--- config.mk ---
export PLATFORM = sky130hd
export DESIGN_NAME = reg_file_2w2r
export DESIGN_NICKNAME = d
export VERILOG_FILES = /design/src/rtl/reg_file_2w2r.sv
export SDC_FILE = /design/constraint.sdc
export NUM_CORES = 1
export LEC_CHECK = 0
export BUFFER_PORTS_ARGS = -buffer_cell sky130_fd_sc_hd__buf_4
export CELL_PAD_IN_SITES_DETAIL_PLACEMENT = 0
export CELL_PAD_IN_SITES_GLOBAL_PLACEMENT = 2
export CORE_MARGIN = 4
export CORE_UTILIZATION = 35
export CTS_CLUSTER_DIAMETER = 80
export DETAILED_ROUTE_END_ITERATION = 8
export MAX_ROUTING_LAYER = met4
export PLACE_DENSITY = 0.83
export SYNTH_ARGS = -nofsm -noshare
export SYNTH_HDL_FRONTEND = slang
export SYNTH_SLANG_ARGS = --single-unit
--- constraint.sdc ---
create_clock -name clk -period 5.5 [get_ports clk]
set_clock_uncertainty 0.2 [all_clocks]
set_input_delay 1.1 -clock clk [delete_from_list [all_inputs] [get_ports clk]]
set_output_delay 1.1 -clock clk [all_outputs]
set_load 0.02 [all_outputs]
--- src/rtl/reg_file_2w2r.sv ---
// Two-write, two-read register file with a per-register pending (busy) scoreboard.
// Reads are registered (one-cycle latency) with optional same-cycle write forwarding.
module reg_file_2w2r #(
  parameter int unsigned DATA_W   = 16,
  parameter int unsigned ADDR_W   = 3,
  parameter int unsigned ZERO_REG = 0,
  parameter int unsigned BYPASS   = 1
) (
  input  logic              clk,
  input  logic              rst,
  input  logic              wr0_en,
  input  logic [ADDR_W-1:0] wr0_addr,
  input  logic [DATA_W-1:0] wr0_data,
  input  logic              wr1_en,
  input  logic [ADDR_W-1:0] wr1_addr,
  input  logic [DATA_W-1:0] wr1_data,
  input  logic              rd_en,
  input  logic [ADDR_W-1:0] sel_A,
  input  logic [ADDR_W-1:0] sel_B,
  output logic [DATA_W-1:0] out_A,
  output logic [DATA_W-1:0] out_B,
  output logic              rd_valid,
  input  logic              rsv_en,
  input  logic [ADDR_W-1:0] rsv_addr,
  output logic              busy_A,
  output logic              busy_B
);

  localparam int unsigned DEPTH = 1 << ADDR_W;

  logic [DATA_W-1:0] regs_q [DEPTH];
  logic [DATA_W-1:0] regs_d [DEPTH];
  logic [DEPTH-1:0]  busy_q, busy_d, busy_clr;
  logic [DATA_W-1:0] out_a_q, out_a_d, out_b_q, out_b_d;
  logic              busy_a_q, busy_a_d, busy_b_q, busy_b_d;
  logic              rd_valid_q, rd_valid_d;

  // Next register contents and scoreboard: wr1 overrides wr0, reserve overrides write-clear.
  always_comb begin
    regs_d = regs_q;
    if (wr0_en) regs_d[wr0_addr] = wr0_data;
    if (wr1_en) regs_d[wr1_addr] = wr1_data;
    if (ZERO_REG != 0) regs_d[0] = '0;

    busy_clr = busy_q;
    if (wr0_en) busy_clr[wr0_addr] = 1'b0;
    if (wr1_en) busy_clr[wr1_addr] = 1'b0;
    busy_d = busy_clr;
    if (rsv_en) busy_d[rsv_addr] = 1'b1;
    if (ZERO_REG != 0) busy_d[0] = 1'b0;
  end

  // Read path: forwarded view (post-write) when bypassing, stored view otherwise; hold when idle.
  always_comb begin
    out_a_d    = out_a_q;
    out_b_d    = out_b_q;
    busy_a_d   = busy_a_q;
    busy_b_d   = busy_b_q;
    rd_valid_d = 1'b0;
    if (rd_en) begin
      rd_valid_d = 1'b1;
      if (BYPASS != 0) begin
        out_a_d  = regs_d[sel_A];
        out_b_d  = regs_d[sel_B];
        busy_a_d = busy_clr[sel_A];
        busy_b_d = busy_clr[sel_B];
      end else begin
        out_a_d  = regs_q[sel_A];
        out_b_d  = regs_q[sel_B];
        busy_a_d = busy_q[sel_A];
        busy_b_d = busy_q[sel_B];
      end
      if ((ZERO_REG != 0) && (sel_A == '0)) begin
        out_a_d  = '0;
        busy_a_d = 1'b0;
      end
      if ((ZERO_REG != 0) && (sel_B == '0)) begin
        out_b_d  = '0;
        busy_b_d = 1'b0;
      end
    end
  end

  // State registers with asynchronous clear.
  always_ff @(posedge clk or posedge rst) begin
    if (rst) begin
      for (int unsigned i = 0; i < DEPTH; i++) regs_q[i] <= '0;
      busy_q     <= '0;
      out_a_q    <= '0;
      out_b_q    <= '0;
      busy_a_q   <= 1'b0;
      busy_b_q   <= 1'b0;
      rd_valid_q <= 1'b0;
    end else begin
      regs_q     <= regs_d;
      busy_q     <= busy_d;
      out_a_q    <= out_a_d;
      out_b_q    <= out_b_d;
      busy_a_q   <= busy_a_d;
      busy_b_q   <= busy_b_d;
      rd_valid_q <= rd_valid_d;
    end
  end

  assign out_A    = out_a_q;
  assign out_B    = out_b_q;
  assign busy_A   = busy_a_q;
  assign busy_B   = busy_b_q;
  assign rd_valid = rd_valid_q;

endmodule
======== Word level (Yosys, flattened, before mapping) ========
Index checks and enable logic that the tools add are counted.
word-level totals
  latch bits .............................. 0
  memories kept ........................... 0
  memory bits (writable) .................. 0
  bits in read-only memories .............. 0
  bits in registers ....................... 171
  word-level logic and storage cells ...... 70
  output and inout port bits .............. 35
  input bits .............................. 53
operators by class
  order comparisons ....................... 14
  reduce and logical (&&, ||, !) cells .... 5
  shifts and indexed selects .............. 0
  multipliers ............................. 0
  equal/unequal tests ..................... 0
  divide/modulo/power cells ............... 0
  bitwise logic cells ..................... 9
  muxes and demuxes ....................... 28
  add/subtract/negate cells ............... 0
operators with widths
  kind                                                               count
  bitwise mux 128 bit                                                2
  two-way mux 128 bit                                                2
  binary-select mux 16 bit (select 3 bit)                            2
  demux 16 bit (select 3 bit)                                        2
  two-way mux 16 bit                                                 6
  two-way mux 8 bit                                                  3
  less-than comparator 3 x 4 -> 1 bit, second input constant         5
  bitwise AND 8 bit                                                  2
  greater-or-equal comparator 4 bit, second input constant           4
  NOT 3 -> 4 bit                                                     4
  NOT 8 bit                                                          2
  demux 1 bit (select 3 bit)                                         3
  greater-or-equal comparator 3 x 1 -> 1 bit, second input constant  3
  less-than comparator 4 x 1 -> 1 bit, second input constant         2
  bitwise OR 8 bit                                                   1
  binary-select mux 1 bit (select 3 bit)                             2
  two-way mux 1 bit                                                  6
  logical AND 1 bit                                                  5

======== Depth between registers and ports, before layout ========
Gate-level depths: netlist of run 1.
  depth in word-level cells ............... 12
  depth in mapped cells ................... 9
  gate-level depth less buffers ........... 6

======== Worst setup path before layout of run 1 ========
Ideal clock, no wire load.
  path kind ............................... input to register
  from .................................... in wr0_addr[1]
  to ...................................... reg out_b_q[4] (netlist: out_B[4])
  stages on the path ...................... 9
  arrival ................................. 2.641 ns
  buffers on the path ..................... 3
  slack ................................... 2.538 ns
  library setup time ...................... 0.121 ns
  required time ........................... 5.179 ns
  path through ............................ buf_4 nor4b_4 buf_6 buf_12 mux2i_1 o22ai_1 a211oi_1 a211oi_1 a22o_1
between the ends
  cells in the longest elaborated chain, start to end .. 12
  elaborated cells between the ends (all ways) .. 13
  those cells by class .................... 2 x order compare; 9 x mux; 1 x bitwise; 1 x reduce/logical
RTL lines
  what                                                                                                            line  RTL
  start: declaration                                                                                              12    input logic [ADDR_W-1:0] wr0_addr,
  NOT 3 -> 4 bit (implied by the code) (*)                                                                        41    if (wr0_en) regs_d[wr0_addr] = wr0_data;
  greater-or-equal comparator 4 bit (implied by the code) or less-than comparator 4 x 1 -> 1 bit (tied branches)  41
  logical AND 1 bit (implied by the code)                                                                         41
  two-way mux 16 bit (implied by the code)                                                                        41
  demux 16 bit (select 3 bit) (*)                                                                                 41
  bitwise mux 128 bit (*)                                                                                         41
  two-way mux 128 bit (*)                                                                                         41
  bitwise mux 128 bit                                                                                             42    if (wr1_en) regs_d[wr1_addr] = wr1_data;
  two-way mux 128 bit (*)                                                                                         42
  binary-select mux 16 bit (select 3 bit) (*)                                                                     64    out_b_d = regs_d[sel_B];
  two-way mux 16 bit (implied by the code) (*) (2 in a row)                                                       64
  end signal: assignment                                                                                          98    out_b_q <= out_b_d;
  end: declaration                                                                                                34    logic [DATA_W-1:0] out_a_q, out_a_d, out_b_q, out_b_d;
Mark *: on every way between the ends. The rest lies on a longest branch, timed or not. The select of a mux whose other input is x is not followed.
A chain may end at the register's enable or synchronous reset.

======== Worst setup path in the final report of run 1 ========
  from .................................... in wr0_addr[0]
  to ...................................... reg out_b_q[7] (netlist: out_B[7])
Same word-level chain as after synthesis.

==> impl_metrics.json, run 1 <==
{
  "combinationalPowerShare_pct": 27.7,
  "vias_per_cell": 6.07,
  "synth.top_cell.area_share_pct": 40.9,
  "ctsHtreeMaxLevel": 4,
  "pwr-share-clk_pct": 31.8,
  "synth_fa_ha_area_share_pct": 0,
  "port_buffers": 87,
  "hold_path.startpoint": "out_B[6]",
  "synth_compound_area_share_pct": 24.8,
  "syn_inst": 1111,
  "status": "completed",
  "num_vias": 9282,
  "path_clk_slew_ps": 80,
  "seqPwrFrac_pct": 40.5,
  "cts_buffer_depth": 2,
  "grt_overflow": 0,
  "startpoint": "wr0_addr[0]",
  "rsz0062_at_grt": "false",
  "synth_common_cells": "dfrtp_1, nor2_1, a21oi_1",
  "dr.pass1.iters": 5,
  "synth_mux_area_share_pct": 14.2,
  "cellInternalPower_w": 0.00265,
  "antenna_found_initial": 1,
  "cts_tree": "yes",
  "postCtsSetupBuffers": 0,
  "syn_area_mm2": 0.0105,
  "drtIter0Drc": 1153,
  "powerDensity_mw_per_mm2": 339,
  "fp.dieH_um": 181,
  "ir_drop_v": 0.000209,
  "max_freq_mhz": 298,
  "holdWs_ps": 290,
  "regArea_mm2": 0.00428,
  "drive_gt1_share_pct": 18.3,
  "synthArstFlopShare_pct": 100,
  "root_buffer": "clkbuf_16",
  "synth_fp_nets": 1164,
  "ant_nets": 0,
  "worstSetupEndpointType": "flop",
  "syn2layout_area_growth_pct": 13.0,
  "switching_power_w": 0.00136,
  "finalNetCount": 1177,
  "synth.distinct_cells": 69,
  "cp_max_fo": 12,
  "crit_required_ps": 5630,
  "max_slew_margin_pct": 32.6,
  "utilization_pct": 40.0,
  "drc": 0,
  "synth-seq-area-share_pct": 40.9,
  "post-route-min-period_ps": 3360,
  "nFillCells": 2927,
  "grt_pass1_wl_um": 58900,
  "worst-endpoint-arrival_ps": 3480,
  "gp_congestion": 0.867,
  "cts_sinks": 171,
  "r2r-start": "regs_q[63]",
  "start_kind": "input pin",
  "wl_per_cell_um": 25.7,
  "cellLeakagePower_nw": 5.15,
  "cts.repair.resized": 0,
  "slew_violations": 0,
  "start_util_pct": 35.4,
  "rows": 63,
  "grt_max_degree": 172,
  "period_share_pct": 61.0,
  "setup_tns_ps": 0,
  "worst_slew_pin_slew_ps": 1010,
  "cts_made_buffers": 17,
  "synthFlopType": "dfrtp_1",
  "syn_area_per_cell_um2": 9.41,
  "hold_violations": 0,
  "die_area_mm2": 0.0327,
  "multiInputGateArea_mm2": 0.00548,
  "sw_frac_of_total_pct": 33.8,
  "holdCritPathClass": "reg2reg",
  "grt_pass1_vias": 8864,
  "synth_edf_count": 0,
  "ys_warn_count": 0,
  "grt_use_total_pct": 24.2,
  "synth.most_common_cell": "dfrtp_1",
  "drv_cap": 0,
  "critPathKind": "in2reg",
  "synthSimpleGateAreaFrac_pct": 13.1,
  "synthTopCellsByArea": "dfrtp_1, mux2i_1, a21oi_1",
  "clock_latency_ps": 430,
  "coreArea_mm2": 0.0296,
  "setup_violations": 0,
  "yosys.area.top_type": "dfrtp_1",
  "die_x_um": 181,
  "wl_um": 39200,
  "synth_xor_area_share_pct": 0.251,
  "cts_hold_buf": 0,
  "io-pin-count": 88,
  "dpl.hpwl_um": 25800,
  "ys_seq_elements": 171,
  "synth_top_family_by_area": "compound AO/OA/AOI/OAI gates"
}
[final timing paths]
| kind | to | slack [ps] | cells past startpoint |
|---|---|---|---|
| min reg2reg | out_B[6] | 290 | 2 |
| max in group asynchronous | regs_q[23] | 3630 | 3 |
| min in group asynchronous | busy_A | 700 | 3 |
| max reg2reg | out_A[15] | 3710 | 5 |
| max | out_B[7] | 2140 | 8 |
| min | out_B[6] | 290 | 2 |
[registers in the layout, summed over array words and instances (netlist names)]
signal    flops
out_A        16
busy_B        1
busy_q        8
out_B        16
rd_valid      1
regs_q      128
busy_A        1
[worst max-delay path: stages]
cell	delay, ps
buf_4	150
nor4b_4	690
buf_4	380
mux2i_1	300
o22ai_1	120
a211oi_1	370
a211oi_1	110
a22o_1	240
[metal layers]
metal / up-vias / routed length (um) / share of wire, % / track usage, %
li1: 4158 / - / - / -
met1: 4622 / 18600 / 47 / 35.3
met3: 67 / 2800 / 7.1 / 4.63
met4: 0 / 870 / 2.2 / 5.66
met5: - / 0 / 0 / -
met2: 435 / 16900 / 43 / 34.7
[cell type report]
class	instances	area share (%)
diodes	1	0.0212
clock buffers	17	3.60
multi-input cells	794	46.3
flip-flops and latches	171	36.2
repair buffers	112	7.33
inverters	28	0.921
well taps	390	4.13
clock inverters	15	1.47
[kinds of logic after synthesis]
kind of cell,Yosys count
and+or+nand+nor,273
buffers and inverters,146
DFF,171
xor gates and xnor gates,3
muxes,136
AOI/OAI and AO/OA,382
[through the flow]
stage	setup slack (ps)	power, W	cell area, um^2	instances
final	2140	0.00401	11800	1528
after global routing	2070	0.00419	11800	1528
after CTS	2180	0.00401	11800	1527
after detailed placement	1740	0.00274	11200	1495
after global placement	1780	0.00272	11200	1495
after floorplan	2020	0.00239	10500	1111
[cells in the final DEF (no fill, tap or decap), types with 10 or more instances in the layout]
cell type,n
nand2b_1,16
inv_1,26
a22o_1,21
o2111ai_1,10
o21ai_0,30
a221oi_1,25
a21oi_1,119
o21a_1,15
buf_4,110
dfrtp_1,171
nand3_1,20
nand2_1,59
o22ai_1,66
a211oi_1,38
mux2i_1,104
mux2_2,21
nor2_1,125
clkbuf_16,17
[power groups by stage]
stage / registers, W / logic (W) / clock network (W)
6_report: 0.00162 / 0.00111 / 0.00127
5_1_grt: 0.00165 / 0.00121 / 0.00134
4_1_cts: 0.00162 / 0.00110 / 0.00129
3_5_place_dp: 0.00164 / 0.00109 / 0
3_3_place_gp: 0.00164 / 0.00108 / 0
2_1_floorplan: 0.00167 / 0.000718 / 0
Note: power is estimated with default switching activity, not from simulation.
==> inputs of run 2 (changes only) <==
--- a/config.mk
+++ b/config.mk
@@ -9,11 +9,11 @@
 export CELL_PAD_IN_SITES_DETAIL_PLACEMENT = 0
 export CELL_PAD_IN_SITES_GLOBAL_PLACEMENT = 2
 export CORE_MARGIN = 4
-export CORE_UTILIZATION = 35
+export CORE_UTILIZATION = 38
 export CTS_CLUSTER_DIAMETER = 80
 export DETAILED_ROUTE_END_ITERATION = 8
 export MAX_ROUTING_LAYER = met4
-export PLACE_DENSITY = 0.83
+export PLACE_DENSITY = 0.86
 export SYNTH_ARGS = -nofsm -noshare
 export SYNTH_HDL_FRONTEND = slang
 export SYNTH_SLANG_ARGS = --single-unit
==> constraint.sdc (replaced) <==
create_clock -name clk -period 3.3 [get_ports clk]
set_clock_uncertainty 0.2 [all_clocks]
set_input_delay 0.66 -clock clk [delete_from_list [all_inputs] [get_ports clk]]
set_output_delay 0.66 -clock clk [all_outputs]
set_load 0.02 [all_outputs]
==> impl_metrics.json, run 2 (synthesis gave the netlist of run 1 again) <==
{
  "fp.dieH_um": 174,
  "mostFrequentLayoutCells": "dfrtp_1, buf_4, nor2_1",
  "worstSetupEndpointType": "flop",
  "gp_congestion": 0.892,
  "grt_use_total_pct": 26.3,
  "regMostFlops": "regs_q",
  "dpl.hpwl_um": 26800,
  "grt_max_degree": 65,
  "slew_violations": 0,
  "holdWs_ps": 33.4,
  "coreArea_mm2": 0.0270,
  "setup_violations": 0,
  "post-route-min-period_ps": 2560,
  "drtIter0Drc": 1221,
  "critPathKind": "in2reg",
  "rows": 60,
  "wl_um": 39300,
  "path_clk_slew_ps": 70,
  "r2r_cells": 5,
  "vias_per_cell": 6.22,
  "max_freq_mhz": 390,
  "die_area_mm2": 0.0302,
  "hold_violations": 0,
  "start_util_pct": 38.7,
  "status": "completed",
  "mostFrequentLayoutCell": "dfrtp_1",
  "drive_gt1_share_pct": 20.3,
  "clock_latency_ps": 430,
  "worst-endpoint-arrival_ps": 2680,
  "root_buffer": "clkbuf_16",
  "placed_area_mm2": 0.0114,
  "cts.repair.resized": 0,
  "syn2layout_area_growth_pct": 15.5,
  "start_kind": "input pin",
  "ctsHtreeMaxLevel": 4,
  "holdCritPathClass": "in2async",
  "powerDensity_mw_per_mm2": 561,
  "rsz0062_at_grt": "false",
  "critPathMostFrequentCell": "a211oi_1",
  "ir_drop_v": 0.000256,
  "reg2reg_setup_slack_ps": 1630,
  "cp_max_fo": 18,
  "cp_slowest_cell": "or4b_4",
  "drv_cap": 0,
  "wl_per_cell_um": 26.1,
  "worst_slew_pin_slew_ps": 790,
  "r2r-start": "regs_q[26]",
  "cts_buffer_depth": 2,
  "cellLeakagePower_nw": 5.30,
  "period_share_pct": 77.6,
  "io-pin-count": 88,
  "max_slew_margin_pct": 47.3,
  "cts_tree": "yes",
  "port_buffers": 87,
  "fin_area_mm2": 0.0121,
  "antenna_found_initial": 1,
  "setup_tns_ps": 0,
  "p_total_w": 0.00677,
  "finalNetCount": 1204,
  "cts_sinks": 171,
  "path_cells": "buf_4 -> or4b_4 -> nand2b_1 -> o22ai_1 -> a211oi_1 -> a211oi_1 -> a22o_1",
  "drc": 0,
  "num_vias": 9367,
  "worst_path_largest_cell_delay_ps": 710,
  "largest_reg_flops": 128,
  "grt_overflow": 0,
  "utilization_pct": 44.7,
  "ant_nets": 0,
  "crit_required_ps": 3420,
  "grt_pass1_vias": 9122,
  "cts_made_buffers": 17,
  "cts_hold_buf": 0,
  "grt_pass1_wl_um": 59200,
  "die_x_um": 174,
  "r2r-end": "out_A[10]",
  "postCtsSetupBuffers": 0,
  "dr.pass1.iters": 5
}
## run 2: report_power, final
part	internal (W)	total (W)	switching (W)
sequential	0.00254	0.00271	0.000177
clock	0.00128	0.00220	0.000910
combinational	0.000760	0.00187	0.00111
total	0.00458	0.00677	0.00219
## run 2: cell type report
type,instances,area (um^2)
fillers,2615,14900
multi-input cells,794,5480
flip-flops and latches,171,4280
repair buffers,139,1140
clock buffers,21,480
well taps,341,427
clock inverters,11,156
inverters,28,109
diodes,2,5.00
## run 2: critical path: cells and delay by family
kind	cells	cell delay [ps]
compound gates	4	680
buf+inv	1	160
simple gates	2	1160
## run 2: layer usage
layer	part of all wire (%)	track usage, %
met3	8.7	6.07
met2	41	35.3
met5	0	-
met4	2.1	6.50
met1	48	39.8
## run 2: per-stage QoR
| step | std cells | setup WS (ps) |
|---|---|---|
| global route | 1506 | 658 |
| floorplan | 1111 | 257 |
| global placement | 1473 | 364 |
| detailed placement | 1473 | 337 |
| CTS | 1505 | 757 |
| finish | 1507 | 738 |
## run 2: worst max-delay path by stage
stage	startpoint	endpoint	slack, ps
floorplan	rst	busy_A	260
global placement	wr1_addr[1]	out_B[14]	360
detailed placement	wr1_addr[1]	out_B[14]	340
CTS	wr1_addr[1]	out_B[11]	760
global route	wr1_addr[1]	out_B[11]	660
finish	wr1_addr[1]	out_B[14]	740
==> inputs of run 3 (changes only) <==
==> constraint.sdc (replaced) <==
create_clock -name clk -period 2.4 [get_ports clk]
set_clock_uncertainty 0.2 [all_clocks]
set_input_delay 0.48 -clock clk [delete_from_list [all_inputs] [get_ports clk]]
set_output_delay 0.48 -clock clk [all_outputs]
set_load 0.02 [all_outputs]
==> impl_metrics.json, run 3 (synthesis gave the netlist of run 1 again) <==
{
  "coreArea_mm2": 0.0270,
  "io-pin-count": 88,
  "wl_met3_um": 3290,
  "largest_reg_flops": 128,
  "diodes": 0,
  "fp.dieH_um": 174,
  "dpl_worst_slack_ps": -195,
  "worstSetupEndpointType": "flop",
  "root_buffer": "clkbuf_16",
  "met2_length_um": 17300,
  "rows": 60,
  "setup_violations": 0,
  "grt_pass1_wl_um": 61200,
  "ant_nets": 0,
  "topRoutingLayerUsed": "met4",
  "max_freq_mhz": 458,
  "wl_um": 40600,
  "drc": 0,
  "crit_required_ps": 2500,
  "placed_area_mm2": 0.0126,
  "start_kind": "input pin",
  "powerDensity_mw_per_mm2": 729,
  "port_buffers": 87,
  "drive_gt1_share_pct": 27.9,
  "grt_overflow": 0,
  "antenna_found_initial": 0,
  "dp.cells": 1597,
  "r2r-start": "regs_q[47]",
  "status": "completed",
  "path_clk_slew_ps": 70,
  "regMostFlops": "regs_q",
  "grt_max_degree": 72,
  "syn2layout_area_growth_pct": 26.3,
  "cellLeakagePower_nw": 5.97,
  "ir_drop_v": 0.000450,
  "drv_cap": 0,
  "drtIter0Drc": 1234,
  "die_area_mm2": 0.0302,
  "slew_violations": 0,
  "p_total_w": 0.00963,
  "mostFrequentLayoutCell": "buf_4",
  "grt_pass1_vias": 9571,
  "wl_per_cell_um": 24.9,
  "critPathKind": "in2reg",
  "dr.pass1.iters": 6,
  "num_vias": 9983,
  "hold_violations": 0,
  "grt_use_total_pct": 27.2,
  "ctsHtreeMaxLevel": 4,
  "dpl.hpwl_um": 28500,
  "worst_slew_pin_slew_ps": 731,
  "utilization_pct": 48.9,
  "max_slew_margin_pct": 50.7,
  "cp_max_fo": 13,
  "mostFrequentLayoutCells": "buf_4, dfrtp_1, nor2_1",
  "fin_ws_ps": 217,
  "cts_sinks": 171,
  "period_share_pct": 91.0,
  "cts_tree": "yes",
  "die_x_um": 174,
  "hold_path.startpoint": "rd_en",
  "startpoint": "wr1_addr[1]",
  "clock_latency_ps": 430,
  "cts_made_buffers": 17,
  "vias_per_cell": 6.12,
  "worst-endpoint-arrival_ps": 2280,
  "rsz0062_at_grt": "false",
  "cts_buffer_depth": 2,
  "gp_congestion": 0.943,
  "postCtsSetupBuffers": 0,
  "fin_area_mm2": 0.0132,
  "start_util_pct": 38.7,
  "post-route-min-period_ps": 2180,
  "finalNetCount": 1329,
  "final_cells": 1630,
  "holdCritPathClass": "in2reg",
  "drt-met1-wl_um": 19200
}
[run 3: changes by cell type in the layout (fill, tap and decap cells not counted)]
cell / before / now
clkinvlp_4: 4 / 2
inv_8: 0 / 1
inv_6: 3 / 6
dlygate4sd3_1: 0 / 1
diode_2: 2 / 0
bufinv_16: 3 / 2
buf_4: 131 / 236
clkinv_2: 0 / 2
clkbuf_8: 4 / 0
clkbuf_1: 0 / 1
buf_12: 8 / 27
[run 3: worst max-delay path: stages]
cell      delay, ps
buf_4           110
buf_4           170
nand4b_2        340
buf_4           270
nor2_1          120
a21oi_1          50
o311ai_0        630
o41ai_2         100
[run 3: final cells by class]
type | instances | area (um^2)
fillers | 2603 | 13800
multi-input cells | 794 | 5480
flip-flops and latches | 171 | 4280
repair buffers | 264 | 2320
clock buffers | 18 | 429
well taps | 341 | 427
clock inverters | 14 | 159
inverters | 28 | 109
[run 3: report_power, final]
group / switching [W] / internal [W]
logic: 0.00164 / 0.00139
clock network: 0.00130 / 0.00156
registers: 0.000247 / 0.00349
total: 0.00319 / 0.00644
[run 3: metal layers]
layer  GRT usage (%)  vias up
li1                -     4445
met2            37.6      507
met4            6.60        0
met5               -        -
met1            41.2     4976
met3            4.81       55
[run 3: repair_timing]
action / CTS / global route
hold buffers: 1 / 0
resized for setup: 0 / 0
hold endpoints to repair: 6 / 0
[run 3: stage by stage]
step | hold slack (ps) | setup TNS (ps)
2_1_floorplan | 277 | -79120
3_3_place_gp | 293 | -2540
3_5_place_dp | 299 | -3270
4_1_cts | 41.1 | 0
5_1_grt | 42.2 | 0
6_report | 49.7 | 0
[run 3: final timing paths]
kind | cells past startpoint | slack (ps) | to
setup / recovery | 8 | 220 | out_A[15]
setup reg to reg | 5 | 740 | out_B[15]
hold reg to reg | 1 | 310 | out_A[1]
max in group asynchronous | 4 | 850 | regs_q[73]
hold / removal | 1 | 50 | rd_valid
min in group asynchronous | 3 | 420 | regs_q[15]
